## config.mk

```make
export PLATFORM = sky130hd
export DESIGN_NAME = control_lectura_rtc
export DESIGN_NICKNAME = d
export VERILOG_FILES = /design/src/rtl/lectura_pkg.sv /design/src/rtl/contador_fase.sv /design/src/rtl/control_lectura_rtc.sv
export SDC_FILE = /design/constraint.sdc
export NUM_CORES = 1
export LEC_CHECK = 0
export ABC_AREA = 1
export BUFFER_PORTS_ARGS = -buffer_cell sky130_fd_sc_hd__clkbuf_2
export CAP_MARGIN = 20
export CORE_ASPECT_RATIO = 0.6
export CORE_MARGIN = 4
export CORE_UTILIZATION = 35
export CTS_CLUSTER_SIZE = 12
export DETAILED_ROUTE_END_ITERATION = 10
export PLACE_DENSITY = 0.61
export RECOVER_POWER = 100
export SYNTH_ARGS = -nofsm -noshare
export SYNTH_HDL_FRONTEND = slang
export SYNTH_SLANG_ARGS = --single-unit
```

## constraint.sdc

```tcl
create_clock -name clk_i -period 3.6 [get_ports clk_i]
set_input_delay 0.54 -clock clk_i [delete_from_list [all_inputs] [get_ports clk_i]]
set_output_delay 0.54 -clock clk_i [all_outputs]
set_load 0.01 [all_outputs]
```

## src/rtl/lectura_pkg.sv

```systemverilog
// lectura_pkg: shared types and defaults for the RTC read sequencer
// Contents: sweep state enum, default sweep/phase sizes, idle strobe level.
package lectura_pkg;
  typedef enum logic [2:0] {IDLE, SET_DIR, STB_DIR, STB_DATO, RECUP, FIN} estado_t;
  localparam int N_TRANSFER_DEF = 18;
  localparam int CICLOS_FASE_DEF = 4;
  localparam logic STB_INACTIVO = 1'b1;
endpackage

```

## src/rtl/contador_fase.sv

```systemverilog
// contador_fase: loadable down-counter that times one bus phase
// Ports: clk_i, rst_n_i (async, active-low), carga_i (hold at reload value),
//        activo_i (count this cycle), tc_o (last clock of the phase).
// The counter reloads on its own terminal count, so back-to-back phases
// each last exactly CICLOS clocks.
module contador_fase
  import lectura_pkg::*;
#(
  parameter int CICLOS = CICLOS_FASE_DEF
) (
  input  logic clk_i,
  input  logic rst_n_i,
  input  logic carga_i,
  input  logic activo_i,
  output logic tc_o
);
  localparam int W = CICLOS > 1 ? $clog2(CICLOS) : 1;
  localparam logic [W-1:0] RECARGA = W'(CICLOS - 1);
  localparam logic [W-1:0] UNO = W'(1);
  logic [W-1:0] cnt_q, cnt_d;
  assign tc_o = activo_i && cnt_q == '0;
  always_comb cnt_d = (carga_i || tc_o) ? RECARGA : activo_i ? cnt_q - UNO : cnt_q;
  always_ff @(posedge clk_i or negedge rst_n_i)
    if (!rst_n_i) cnt_q <= RECARGA;
    else cnt_q <= cnt_d;
endmodule

```

## src/rtl/control_lectura_rtc.sv

```systemverilog
// control_lectura_rtc: read-cycle sequencer for the parallel RTC bus
// Inputs : clk_i, rst_n_i (async, active-low), inicio_i (start pulse),
//          dato_in_i[7:0] (RTC read data).
// Outputs: en_o, c_s_o, cuenta_o[4:0], a_d_o (decoder control);
//          cs_n_o, wr_n_o, rd_n_o (RTC strobes); dato_o, indice_o,
//          dato_valido_o (captured byte); ocupado_o, fin_o (sweep status).
// Build option: LECTURA_AUTO_EN restarts a new sweep right after FIN.
// All outputs are registered from the next state, so they change on the
// same edge the state does and never depend combinationally on inputs.
module control_lectura_rtc
  import lectura_pkg::*;
#(
  parameter int N_TRANSFER  = N_TRANSFER_DEF,
  parameter int CICLOS_FASE = CICLOS_FASE_DEF
) (
  input  logic       clk_i,
  input  logic       rst_n_i,
  input  logic       inicio_i,
  input  logic [7:0] dato_in_i,
  output logic       en_o,
  output logic       c_s_o,
  output logic [4:0] cuenta_o,
  output logic       a_d_o,
  output logic       cs_n_o,
  output logic       wr_n_o,
  output logic       rd_n_o,
  output logic [7:0] dato_o,
  output logic [4:0] indice_o,
  output logic       dato_valido_o,
  output logic       ocupado_o,
  output logic       fin_o
);
  localparam logic [4:0] ULTIMA = 5'(N_TRANSFER - 1);
  estado_t estado_q, estado_d;
  logic [4:0] cuenta_q, cuenta_d, indice_q, indice_d;
  logic [7:0] dato_q, dato_d;
  logic en_q, en_d, c_s_q, c_s_d, a_d_q, a_d_d;
  logic cs_n_q, cs_n_d, wr_n_q, wr_n_d, rd_n_q, rd_n_d;
  logic dv_q, dv_d, ocupado_q, ocupado_d, fin_q, fin_d;
  logic en_fase, tc, captura, dir_d, bus_d;

  assign en_fase = estado_q inside {SET_DIR, STB_DIR, STB_DATO, RECUP};

  contador_fase #(.CICLOS(CICLOS_FASE)) u_fase (
    .clk_i   (clk_i),
    .rst_n_i (rst_n_i),
    .carga_i (!en_fase),
    .activo_i(en_fase),
    .tc_o    (tc)
  );

  always_comb begin
    estado_d = estado_q;
    cuenta_d = cuenta_q;
    case (estado_q)
      IDLE:     if (inicio_i) estado_d = SET_DIR;
      SET_DIR:  if (tc) estado_d = STB_DIR;
      STB_DIR:  if (tc) estado_d = STB_DATO;
      STB_DATO: if (tc) estado_d = RECUP;
      RECUP:
        if (tc) begin
          if (cuenta_q == ULTIMA) estado_d = FIN;
          else begin
            cuenta_d = cuenta_q + 5'd1;
            estado_d = SET_DIR;
          end
        end
      FIN: begin
        cuenta_d = '0;
`ifdef LECTURA_AUTO_EN
        estado_d = SET_DIR;
`else
        estado_d = IDLE;
`endif
      end
      default: estado_d = IDLE;
    endcase
  end

  // Sample the RTC byte on the last clock of the read strobe, while rd_n is still low.
  always_comb begin
    captura   = estado_q == STB_DATO && tc;
    dir_d     = estado_d inside {SET_DIR, STB_DIR};
    bus_d     = estado_d inside {SET_DIR, STB_DIR, STB_DATO};
    ocupado_d = estado_d inside {SET_DIR, STB_DIR, STB_DATO, RECUP};
    en_d      = !ocupado_d;
    c_s_d     = !bus_d;
    a_d_d     = !dir_d;
    cs_n_d    = !bus_d;
    wr_n_d    = estado_d != STB_DIR;
    rd_n_d    = estado_d != STB_DATO;
    fin_d     = estado_d == FIN;
    dv_d      = captura;
    dato_d    = captura ? dato_in_i : dato_q;
    indice_d  = captura ? cuenta_q : indice_q;
  end

  always_ff @(posedge clk_i or negedge rst_n_i)
    if (!rst_n_i) begin
      estado_q  <= IDLE;
      cuenta_q  <= '0;
      indice_q  <= '0;
      dato_q    <= '0;
      en_q      <= 1'b1;
      c_s_q     <= 1'b1;
      a_d_q     <= 1'b1;
      cs_n_q    <= STB_INACTIVO;
      wr_n_q    <= STB_INACTIVO;
      rd_n_q    <= STB_INACTIVO;
      dv_q      <= 1'b0;
      ocupado_q <= 1'b0;
      fin_q     <= 1'b0;
    end else begin
      estado_q  <= estado_d;
      cuenta_q  <= cuenta_d;
      indice_q  <= indice_d;
      dato_q    <= dato_d;
      en_q      <= en_d;
      c_s_q     <= c_s_d;
      a_d_q     <= a_d_d;
      cs_n_q    <= cs_n_d;
      wr_n_q    <= wr_n_d;
      rd_n_q    <= rd_n_d;
      dv_q      <= dv_d;
      ocupado_q <= ocupado_d;
      fin_q     <= fin_d;
    end

  assign en_o          = en_q;
  assign c_s_o         = c_s_q;
  assign cuenta_o      = cuenta_q;
  assign a_d_o         = a_d_q;
  assign cs_n_o        = cs_n_q;
  assign wr_n_o        = wr_n_q;
  assign rd_n_o        = rd_n_q;
  assign dato_o        = dato_q;
  assign indice_o      = indice_q;
  assign dato_valido_o = dv_q;
  assign ocupado_o     = ocupado_q;
  assign fin_o         = fin_q;
endmodule
```

---- Yosys cells after proc, flatten, opt, wreduce, memory -nomap -nowiden ----
Cells that the tools add are included.
cells by class
  equal/unequal tests ..................... 15
  reductions and logical operators ........ 16
  add/sub/neg operators ................... 2
  muxes and demuxes ....................... 12
operators by type and width
  operator               number
  $mux W3                6
  $pmux W3 S5            1
  $eq A3 B2 Y1 const B   4
  $eq A3 B3 Y1 const B   4
  $mux W5                2
  $pmux W5 S2            1
  $reduce_bool A4 Y1     2
  $eq A3 B1 Y1 const B   2
  $ne A3 B2 Y1 const B   2
  $reduce_bool A2 Y1     3
  $add A5 B1 Y5 const B  1
  $eq A5 B5 Y1 const B   1
  $logic_not A1 Y1       4
  $mux W2                2
  $ne A2 B2 Y1 const B   2
  $logic_not A3 Y1       1
  $reduce_and A3 Y1      1
  $reduce_bool A3 Y1     1
  $logic_and A1 B1 Y1    2
  $logic_not A2 Y1       1
  $sub A2 B1 Y2 const B  1
  $logic_or A1 B1 Y1     1
storage, ports and cells
  register bits ........................... 31
  input port bits ......................... 11

---- Longest topological paths before layout ----
Gate-level depths: netlist (run 1).
  depth in word-level cells ............... 8
  depth in mapped cells ................... 12
  gate-level depth less buffers ........... 12

---- By module ----
From an unflattened synthesis (run 1), not the netlist that was laid out.
unflattened totals
  cells, all modules ...................... 149
  area, all modules ....................... 1,386.3 µm²
modules (own cells, without submodules)
  module               seq. area each (µm²)  times used  cells an instance  area each (µm²)
  control_lectura_rtc  732.0                 1           133                1,270.0
  contador_fase        52.6                  1           16                 116.4

---- Least setup slack after synthesis (run 1) ----
No wires, ideal clock.
  kind .................................... register to register
  from .................................... register u_fase.cnt_q[0]
  to ...................................... register indice_q[3] (netlist: indice_o[3])
  required time ........................... 3.479 ns
  stages on the path, launching flop included .. 10
  period minus slack after synthesis ...... 1.440 ns
  data arrival time ....................... 1.319 ns
  slack ................................... 2.160 ns
  path buffers ............................ 1
  library setup time ...................... 0.121 ns
  cell sequence ........................... dfstp_2 -> inv_1 -> ha_1 -> nand2_1 -> nor2_2 -> inv_2 -> nor2_4 -> inv_2 -> buf_4 -> o21ai_1
on the way
  longest elaborated chain between the ends .. 3
RTL lines
  element                 RTL line                    text
  from (decl)             contador_fase.sv:20         logic [W-1:0] cnt_q, cnt_d;
  from (signal assigned)  contador_fase.sv:25         else cnt_q <= cnt_d;
  $logic_not A2 Y1        contador_fase.sv:21         assign tc_o = activo_i && cnt_q == '0;
  $logic_and A1 B1 Y1     contador_fase.sv:21
  $logic_and A1 B1 Y1     control_lectura_rtc.sv:82   captura = estado_q == STB_DATO && tc;
  to (signal assigned)    control_lectura_rtc.sv:116  indice_q <= indice_d;
  to (decl)               control_lectura_rtc.sv:35   logic [4:0] cuenta_q, cuenta_d, indice_q, indice_d;
Every way passes these cells.
A chain may end at the register's enable or synchronous reset.

---- Worst setup path after layout (run 1) ----
  from .................................... register u_fase.cnt_q[0]
  to ...................................... register ocupado_q (netlist: ocupado_o)
on the way
  longest elaborated chain between the ends .. 6
  elaborated cells between the ends (all ways) .. 12
  those cells by class .................... eq/ne (4); mux (5); reduce/logical (3)
RTL lines
  element                                     RTL line                    text
  $logic_not A2 Y1 *                          contador_fase.sv:21
  $logic_and A1 B1 Y1 *                       contador_fase.sv:21
  $mux W3, on equally long branches           --
  $pmux W3 S5 *                               control_lectura_rtc.sv:55   case (estado_q)
  net estado_d[2]                             control_lectura_rtc.sv:34   estado_t estado_q, estado_d;
  $eq A3 B1 Y1, or another cell as far along  control_lectura_rtc.sv:85   ocupado_d = estado_d inside {SET_DIR, STB_DIR, STB_DATO, RECUP};
  $reduce_bool A4 Y1 *                        control_lectura_rtc.sv:85
  net ocupado_d                               control_lectura_rtc.sv:39   logic dv_q, dv_d, ocupado_q, ocupado_d, fin_q, fin_d;
  to (signal assigned)                        control_lectura_rtc.sv:125  ocupado_q <= ocupado_d;
  to (decl)                                   control_lectura_rtc.sv:39
The timed path passes the listed nets; every way through them passes the cells marked *.

==> metrics.md, run 1 <==
| Metric | Value |
|---|---|
| Clk pwr share | 0.222 |
| Clk slew on worst S/H paths | 0.06 ns |
| CTS tree | yes |
| Layout cells sized above 1 | 0.151 |
| Mean area per synthesized cell | 8.98 um2 |
| Count of final setup violators | 0 |
| PD cells | 783 nW/um2 |
| Flop pwr share | 0.457 |
| Status | complete, but fails checks |
| Final #Nets | 205 |
| Cell taking the most area after synthesis | dfrtp_1 |
| Worst path required time | 3.76 ns |
| Hold_buf cts | 0 |
| Synth top area cells | dfrtp_1 44%, nand2_1 14%, dfstp_2 13% |
| Setup repair bufs after CTS | 0 |
| Crit path arrival time | 2.51 ns |
| Worst Tran Pin Value | 1.62 ns |
| Vias in the first global route | 977 |
| Worst slew margin | -0.0789 |
| CTS max path bufs | 2 |
| Worst r2r src | u_fase.cnt_q[0]$_DFFE_PN1P_ |
| GR Overflow Total | 0 |
| Final critical-path share of the clock period | 0.652 |
| Horiz. Die Dim | 88.6 um |
| Syn Inst Count | 152 |
| WHS | 0.460 ns |
| Synth warn | 0 |
| Final ANT Viol Nets | 0 |
| Wirelength per Cell | 11.4 um |
| Sequential-to-total area share from yosys stat | 0.575 |
| Io pins | 38 |
| Root Driver | clkbuf_8 |
| DR pass1 iterations | 2 |
| Max cap viols | 1 |
| Most frequent cell after synthesis | nand2_1 |
| RSZ-0062 raised after global routing | no |
| Sw frac | 0.376 |
| Crit path kind | register to register |
| Gate power share | 0.322 |
| Crit path time final | 2.35 ns |
| Lkg Pwr | 0.800 nW |
| Die footprint | 5000 um2 |
| Fmax | 426 MHz |
| IO buf count | 37 |
| Post-synth EDFFs | 0 |
| Net count after synthesis | 166 |
| H-tree Lvls | 2 |
| Hold_sp | dato_in_i[4] |
| Initial antenna violation count | 0 |
| Fillcell total | 395 |
| Cells after DPL | 231 |
| Mapped cell area | 1370 um2 |
| Synth top cells by count | 52 x nand2_1, 24 x dfrtp_1, 13 x inv_1, 10 x nand3_1, 9 x o21ai_0 |
| Clk sinks | 31 |
| Initial drt markers | 26 |
| Yosys reg bits | 31 |
| Synth Flop Type | dfrtp_1 |
| Final Max Tran Viols | 32 |
| CP startpoint | u_fase.cnt_q[0]$_DFFE_PN1P_ |
| CP Launch Type | register |
| Hpwl dp | 1970 um |
| Inserted Clock Buffers | 5 |
| Hold Violations, Final | 0 |
| Starting Density | 0.369 |
| Net switching power | 0.000472 W |
| Syn-to-layout area delta | 17.2% |
| Vias | 1038 |
| Hold WC Path Type | input port to register |
| Fraction of registers with async set/reset | 1.00 |
| Tot GR Track Use | 0.119 |
| Maximum vdd drop | 399 uV |
| Final worst setup slack | 1.25 ns |
| Worst-skew pair later-pin latency | 0.28 ns |
| Final setup TNS | 0 ns |
| Synth cell types | 22 |
| Final wirelength | 2710 um |
| Resize count post-CTS | 0 |
| Failing checks | max-capacitance violations, max-slew violations |
| Core Footprint | 3700 um2 |
| Die H | 56.4 um |
| First-pass GRT wire length | 4540 um |
| Placer Congestion | 0.777 |
| Setup Skew | 0.00683 ns |
| Crit path max fanout | 18 |
| Residual DRC count | 0 |
| Via density | 4.34 |
| Rows | 17 |
| Largest net degree at the start of global routing | 32 |
| Critical Path End Type | register |
| Pre-CTS setup slack | 1.87 ns |
| Yosys top cell area share | 0.440 |
| Internal power | 0.000782 W |
| Non-Filler Instances | 239 |
| ANT cells | 0 |
==> cells in the final DEF, fill, tap and decap left out, types with 3 or more instances in the layout <==
cell type  instances
nand2_1           57
clkbuf_1          28
dfrtp_1           24
inv_1             16
nand3_1           11
o21ai_0           10
clkbuf_2          10
nor2_1             8
dfstp_2            6
clkbuf_8           6
inv_2              3
xor2_1             3
ha_1               3
==> worst max-delay path: stages, from the launching register on <==
cell     delay [ns]
dfstp_2        0.37
inv_1          0.05
ha_1           0.19
nand2_1        0.09
nor2_2         0.09
inv_1          0.05
nor2_1         0.48
inv_1          0.43
nand2_1        0.23
inv_1          0.08
nand2_1        0.09
nand2_1        0.07
==> cell families after synthesis <==
kind of cell,after synthesis,synth area share
AO/OA/AOI/OAI,10,0.0367
XOR/XNOR,3,0.0193
adder cells (fa/ha/maj),3,0.0275
buffers and inverters,24,0.0788
flip-flops,31,0.575
AND/OR/NAND/NOR,81,0.263
==> metal layers <==
layer | vias up | GRT usage | part of all wire | routed length (um)
met5 | - | 0 | 0 | 0
li1 | 541 | - | - | -
met4 | 0 | 0.0388 | 0.0085 | 23
met2 | 29 | 0.145 | 0.39 | 1050
met3 | 3 | 0.0513 | 0.079 | 215
met1 | 465 | 0.182 | 0.53 | 1430
==> worst paths after layout <==
path,endpoint,slack (ns),depth (start not counted)
min,dato_o[4]$_DFFE_PN0P_,0.46,3
max,ocupado_o$_DFF_PN0_,1.25,11
min reg2reg,dato_o[5]$_DFFE_PN0P_,0.47,2
max reg2reg,ocupado_o$_DFF_PN0_,1.25,11
min in group asynchronous,cuenta_o[2]$_DFFE_PN0P_,0.65,1
max in group asynchronous,estado_q[1]$_DFF_PN0_,1.99,1
==> state kept, by name, summed over array words and instances, names as in the netlist <==
signal,flops
rd_n_o,1
cuenta_o,5
en_o,1
indice_o,5
wr_n_o,1
fin_o,1
u_fase.cnt_q,2
cs_n_o,1
ocupado_o,1
dato_valido_o,1
dato_o,8
estado_q,3
a_d_o,1
==> layout make-up <==
cell class                      count  area (um2)  share of cell area
Sequential cell                    31         785               0.490
Clock buffer                        7        86.3              0.0539
Timing Repair Buffer               37         151              0.0946
Tap cell                           47        58.8              0.0367
Inverter                           19        71.3              0.0446
Clock inverter                      1        5.00             0.00313
Multi-Input combinational cell     97         443               0.277
==> through the flow <==
stage,area (um2),utilization,power [W]
2_1_floorplan,1370,-,0.000879
3_3_place_gp,1570,0.425,0.00103
3_5_place_dp,1570,0.425,0.00103
4_1_cts,1660,0.450,0.00132
5_1_grt,1600,0.432,0.00138
6_report,1600,0.432,0.00125
==> power groups by stage <==
| stage | logic, W | registers, W | clock network [W] |
|---|---|---|---|
| after floorplan | 0.000276 | 0.000603 | 0 |
| after global placement | 0.000444 | 0.000582 | 0 |
| final | 0.000403 | 0.000572 | 0.000278 |
| after global routing | 0.000476 | 0.000598 | 0.000303 |
| after CTS | 0.000453 | 0.000576 | 0.000287 |
| after detailed placement | 0.000452 | 0.000578 | 0 |
Power figures use the tool's default switching activity.
==> inputs of run 2 (changes only) <==
--- a/config.mk
+++ b/config.mk
@@ -13,7 +13,7 @@
 export CORE_UTILIZATION = 35
 export CTS_CLUSTER_SIZE = 12
 export DETAILED_ROUTE_END_ITERATION = 10
-export PLACE_DENSITY = 0.61
+export PLACE_DENSITY = 0.63
 export RECOVER_POWER = 100
 export SYNTH_ARGS = -nofsm -noshare
 export SYNTH_HDL_FRONTEND = slang
==> constraint.sdc (replaced) <==
create_clock -name clk_i -period 2.1 [get_ports clk_i]
set_input_delay 0.315 -clock clk_i [delete_from_list [all_inputs] [get_ports clk_i]]
set_output_delay 0.315 -clock clk_i [all_outputs]
set_load 0.01 [all_outputs]
==> run 2 against run 1 <==
Net effect: the run still ends with max-capacitance violations, max-slew violations left; critical path depth is 1 higher; clock-buffer cell count fell by 1; maximum frequency rose by 30%; combinational power increased by 75%; sequential cell count is the same; clock power is 120% higher; non-clock buffer count unchanged; hold slack worse by 0.22 ns; power increased by 83%; global-route usage shrank 0.71 points; cell area rose by 2.3%; cell count unchanged; highest routed layer unchanged.
==> metrics.md, run 2 (same netlist as run 1, synthesis figures left out) <==
| Metric | Value |
|---|---|
| Crit path kind | register to register |
| Cell family with most CP delay | flip-flops |
| Residual DRC count | 0 |
| Crit path max fanout | 18 |
| Reg2reg path depth | 12 |
| Largest register FFs | 8 |
| Initial antenna violation count | 0 |
| ANT cells | 0 |
| Die footprint | 5000 um2 |
| Horiz. Die Dim | 88.6 um |
| Tot GR Track Use | 0.112 |
| RSZ-0062 raised after global routing | no |
| Rows | 17 |
| Io pins | 38 |
| Vias in the first global route | 888 |
| CTS max path bufs | 2 |
| Setup Skew | 0.00687 ns |
| Count of final setup violators | 0 |
| Lkg Pwr | 0.811 nW |
| Initial drt markers | 38 |
| Commonest non-fill, non-tap cells in the layout | 55 x nand2_1, 28 x clkbuf_1, 24 x dfrtp_1 |
| Starting Density | 0.369 |
| Crit path time final | 1.81 ns |
| Slowest-stage cell, CP | dfstp_2 |
| CP Launch Type | register |
| IO buf count | 37 |
| Worst Tran Pin Value | 1.63 ns |
| Worst slew margin | -0.0886 |
| Via density | 4.36 |
| First-pass GRT wire length | 4220 um |
| Most common cell after layout, fill and taps aside | nand2_1 |
| Max incr delay on CP | 0.52 ns |
| Final #Nets | 205 |
| Final wirelength | 2650 um |
| Inserted Clock Buffers | 5 |
| Final critical-path share of the clock period | 0.862 |
| Maximum vdd drop | 671 uV |
| Placer Congestion | 0.786 |
| Crit path arrival time | 2.03 ns |
| Crit path buffers/inverters | 5 |
| Failing checks | max-capacitance violations, max-slew violations |
| Worst path required time | 2.32 ns |
| Hpwl dp | 1940 um |
| Worst-path cell chain | inv_1, ha_1, nand2_1, nor2_2, inv_1, nor2_4, inv_2, nand2_1, inv_2, nand2_2, nand2_2, inv_2 |
| Die H | 56.4 um |
| H-tree Lvls | 2 |
| Resize count post-CTS | 0 |
| Status | complete, but fails checks |
| Core Footprint | 3700 um2 |
| Setup repair bufs after CTS | 0 |
| Root Driver | clkbuf_8 |
| Final ANT Viol Nets | 0 |
| Fmax | 552 MHz |
| Largest net degree at the start of global routing | 32 |
| Max cap viols | 1 |
| Pre-CTS setup slack | 0.389 ns |
| Layout cells sized above 1 | 0.182 |
| Critical Path End Type | register |
| Most used cell, CP | inv_2 |
| Hold_buf cts | 0 |
| Wirelength per Cell | 11.1 um |
| Final worst setup slack | 0.290 ns |
| Worst-skew pair later-pin latency | 0.28 ns |
| Syn-to-layout area delta | 20.0% |
| GR Overflow Total | 0 |
| Final setup TNS | 0 ns |
| Hold path depth | 3 |
| Vias | 1043 |
| Fillcell total | 399 |
| Final Max Tran Viols | 32 |
| CTS tree | yes |
| Clk sinks | 31 |
| Clk slew on worst S/H paths | 0.06 ns |
| Hold Violations, Final | 0 |
| Number of cells on the critical path | 12 |
| DR pass1 iterations | 4 |
| Hold WC Path Type | input port to register |
| PD cells | 1400 nW/um2 |
## run 2: cell type report
type | instances | area [um2] | share of cell area
flip-flops and latches | 31 | 785 | 0.479
inverters | 19 | 71.3 | 0.0435
well taps | 47 | 58.8 | 0.0359
multi-input cells | 97 | 455 | 0.278
clock buffers | 6 | 82.6 | 0.0504
repair buffers | 37 | 150 | 0.0917
clock inverters | 2 | 35.0 | 0.0214
## run 2: tightest hold or removal path, stage by stage
cell,delay [ns]
clkbuf_2,0.08
nand2_1,0.04
nand2_1,0.05
## run 2: per-layer routing
layer  up-vias  routed length (um)  track usage
met4         0                  29       0.0453
met2        32                 970        0.130
met1       464                1390        0.173
met3         3                 258       0.0484
met5         -                   0            0
li1        544                   -            -
## run 2: through the flow
stage / cell area, um2 / hold WS [ns] / utilization / total power [W] / std cells
3_3_place_gp: 1570 / 0.421 / 0.425 / 0.00176 / 231
3_5_place_dp: 1570 / 0.425 / 0.425 / 0.00177 / 231
4_1_cts: 1690 / 0.121 / 0.457 / 0.00237 / 239
6_report: 1640 / 0.236 / 0.443 / 0.00229 / 239
2_1_floorplan: 1370 / 0.0194 / - / 0.00151 / 152
5_1_grt: 1640 / 0.233 / 0.443 / 0.00247 / 239
## run 2: power by group
| group | internal (W) | total (W) | switching, W |
|---|---|---|---|
| Combinational | 0.000241 | 0.000704 | 0.000464 |
| Clock | 0.000383 | 0.000599 | 0.000215 |
| Sequential | 0.000842 | 0.000984 | 0.000142 |
| Total | 0.00147 | 0.00229 | 0.000821 |
## run 2: final timing paths
kind                                             startpoint                          end  slack, ns
worst max-delay path            u_fase.cnt_q[0]$_DFFE_PN1P_               en_o$_DFF_PN1_       0.29
worst max register to register  u_fase.cnt_q[0]$_DFFE_PN1P_               en_o$_DFF_PN1_       0.29
worst min-delay path                           dato_in_i[6]        dato_o[6]$_DFFE_PN0P_       0.24
min in group asynchronous                           rst_n_i      cuenta_o[2]$_DFFE_PN0P_       0.44
max in group asynchronous                           rst_n_i        estado_q[1]$_DFF_PN0_       0.71
worst min register to register  u_fase.cnt_q[0]$_DFFE_PN1P_  u_fase.cnt_q[0]$_DFFE_PN1P_       0.47
==> inputs of run 3 (changes only) <==
--- a/config.mk
+++ b/config.mk
@@ -5,7 +5,6 @@
 export SDC_FILE = /design/constraint.sdc
 export NUM_CORES = 1
 export LEC_CHECK = 0
-export ABC_AREA = 1
 export BUFFER_PORTS_ARGS = -buffer_cell sky130_fd_sc_hd__clkbuf_2
 export CAP_MARGIN = 20
 export CORE_ASPECT_RATIO = 0.6
==> run 3 against run 2 <==
Net effect: the run still ends with max-capacitance violations, max-slew violations left; critical path type unchanged; area after synthesis grew 8.2%; register-to-register slack gained 0.02 ns; die area grew 7.3%; first-iteration DRC count grew 16%; synthesized cell count shrank 19%; combinational power grew 1%; clock power shrank 21%; utilization shrank 0.14 points; non-clock buffer count grew 1; clock-buffer cell count grew 1; maximum frequency grew 1.3%; sequential cell count is the same.
==> metrics.md, run 3 <==
| Metric | Value |
|---|---|
| Status | complete, but fails checks |
| Failing checks | max-capacitance violations, max-slew violations |
| Worst path required time | 2.26 ns |
| Reg2reg path depth | 4 |
| Hold_buf cts | 0 |
| Synth cell types | 39 |
| Die H | 58.3 um |
| RSZ-0062 raised after global routing | no |
| Final Max Tran Viols | 32 |
| Hold WC Path Type | input port to register |
| Setup Skew | 0.00571 ns |
| Worst slew margin | -0.109 |
| Yosys top cell area share | 0.406 |
| PD cells | 1280 nW/um2 |
| Lkg Pwr | 0.723 nW |
| Final setup TNS | 0 ns |
| Worst Setup EP | dato_o[2]$_DFFE_PN0P_ |
| Vias in the first global route | 1072 |
| Cell taking the most area after synthesis | dfrtp_1 |
| Synth top cells by count | 24 x dfrtp_1, 10 x nand2_1, 8 x mux2_4, 7 x dfstp_2, 7 x o21ai_0 |
| Net count after synthesis | 137 |
| WHS | 0.254 ns |
| Pre-CTS setup slack | 0.297 ns |
| Synth Flop Type | dfrtp_1 |
| Via density | 4.89 |
| Mean area per synthesized cell | 12.0 um2 |
| CP Launch Type | register |
| Final #Nets | 173 |
| Synth top area cells | dfrtp_1 41%, dfstp_2 12%, mux2_4 8.1% |
| Root Driver | clkbuf_8 |
| Inserted Clock Buffers | 5 |
| Crit path max fanout | 17 |
| Die footprint | 5360 um2 |
| Cells after DPL | 209 |
| Post-synth EDFFs | 0 |
| Layout cells sized above 1 | 0.206 |
| Hpwl dp | 2230 um |
| Residual DRC count | 0 |
| ANT cells | 0 |
| Rows | 17 |
| CTS max path bufs | 2 |
| Initial drt markers | 44 |
| Critical Path End Type | register |
| Commonest non-fill, non-tap cells in the layout | 29 x clkbuf_1, 24 x dfrtp_1, 10 x nand2_1 |
| Final design utilization | 0.441 |
| Worst-skew pair later-pin latency | 0.28 ns |
| Count of final setup violators | 0 |
| Tot GR Track Use | 0.128 |
| Wirelength per Cell | 14.4 um |
| Final wirelength | 3120 um |
| CTS tree | yes |
| Horiz. Die Dim | 91.9 um |
| Vias | 1061 |
| Slowest-stage cell, CP | ha_1 |
| Final worst setup slack | 0.313 ns |
| Synth warn | 0 |
| Mapped cell area | 1480 um2 |
| Crit path time final | 1.79 ns |
| Syn-to-layout area delta | 15.6% |
| Crit path arrival time | 1.94 ns |
| Worst-path cell chain | inv_1, ha_1, nand3_4, mux2_1 |
| Worst Tran Pin Value | 1.66 ns |
| Reg2reg setup slack | 0.31 ns |
| CP startpoint | u_fase.cnt_q[0]$_DFFE_PN1P_ |
| Largest net degree at the start of global routing | 32 |
| GR Overflow Total | 0 |
| Clk sinks | 31 |
| Setup repair bufs after CTS | 0 |
| Max cap viols | 1 |
| Sequential-to-total area share from yosys stat | 0.531 |
| Yosys reg bits | 31 |
| Clk slew on worst S/H paths | 0.07 ns |
| DR pass1 iterations | 4 |
| First-pass GRT wire length | 5310 um |
| Cell family with most CP delay | adder cells |
| Number of cells on the critical path | 4 |
| Worst r2r src | u_fase.cnt_q[0]$_DFFE_PN1P_ |
| Most frequent cell after synthesis | dfrtp_1 |
| Largest register FFs | 8 |
| Maximum vdd drop | 750 uV |
| Core Footprint | 3870 um2 |
| H-tree Lvls | 2 |
| Hold Violations, Final | 0 |
| Syn Inst Count | 123 |
| Fraction of registers with async set/reset | 1.00 |
| IO buf count | 37 |
| Resize count post-CTS | 0 |
| Placer Congestion | 0.773 |
| R2r endpoint | dato_o[2]$_DFFE_PN0P_ |
| Final critical-path share of the clock period | 0.851 |
| Crit path buffers/inverters | 1 |
| Fmax | 559 MHz |
| Max incr delay on CP | 0.53 ns |
| Initial antenna violation count | 0 |
| Io pins | 38 |
| Starting Density | 0.382 |
| Crit path kind | register to register |
| Final ANT Viol Nets | 0 |
| Most common cell after layout, fill and taps aside | clkbuf_1 |
| Non-Filler Instances | 217 |
[run 3: cell count changes after synthesis, sizes merged, moves of 3 or more]
| cell | before | now |
|---|---|---|
| nand2 | 58 | 10 |
| inv | 19 | 6 |
| mux2 | 0 | 13 |
| nand3 | 11 | 2 |
| a21oi | 0 | 3 |
| nand2b | 0 | 3 |
| nor2 | 9 | 6 |
| o21ai | 10 | 7 |
[run 3: routing by layer]
metal  vias to the layer above  share of wire  track usage
met1                       523           0.48        0.171
met3                         4          0.076       0.0460
met2                        31           0.43        0.189
met4                         0          0.012       0.0592
li1                        503              -            -
met5                         -              0            0
[run 3: worst reg2reg max path, stage by stage, from the launching register on]
cell and delay [ns]:
dfstp_2 0.37, inv_1 0.04, ha_1 0.53, nand3_4 0.33, mux2_1 0.40
[run 3: per-stage QoR]
stage          cell area [um2]  power (W)
2_1_floorplan             1480    0.00157
3_3_place_gp              1680    0.00178
3_5_place_dp              1680    0.00182
4_1_cts                   1770    0.00230
5_1_grt                   1710    0.00235
6_report                  1710    0.00219
[run 3: worst min path at each step]
stage	startpoint	to	slack (ns)	depth (start not counted)
after CTS	rst_n_i	dato_o[3]$_DFFE_PN0P_	0.13	1
after detailed placement	rst_n_i	dato_o[5]$_DFFE_PN0P_	0.43	1
final	dato_in_i[1]	dato_o[1]$_DFFE_PN0P_	0.25	2
after global routing	dato_in_i[1]	dato_o[1]$_DFFE_PN0P_	0.25	2
after global placement	rst_n_i	dato_o[5]$_DFFE_PN0P_	0.41	1
after floorplan	rst_n_i	cuenta_o[0]$_DFFE_PN0P_	0.02	0
[run 3: cell families after synthesis]
kind of cell	Yosys count	synth area share
buffers and inverters	15	0.0559
multiplexers	14	0.126
AO/OA/AOI/OAI	23	0.102
AND/OR/NAND/NOR	35	0.148
adder cells (fa/ha/maj)	3	0.0254
flip-flops	31	0.531
XOR/XNOR	2	0.0119
[run 3: final cells by class]
class / count / area (um2)
Clock buffer: 7 / 86.3
Clock inverter: 1 / 5.00
Fill cell: 391 / 2160
Inverter: 6 / 22.5
Multi-Input combinational cell: 77 / 581
Sequential cell: 31 / 785
Tap cell: 57 / 71.3
Timing Repair Buffer: 38 / 158
[run 3: power breakdown]
group          switching (W)  internal (W)  total (W)
Clock               0.000210      0.000264   0.000474
Sequential          0.000163      0.000834   0.000997
Combinational       0.000404      0.000310   0.000714
Total               0.000777       0.00141    0.00219
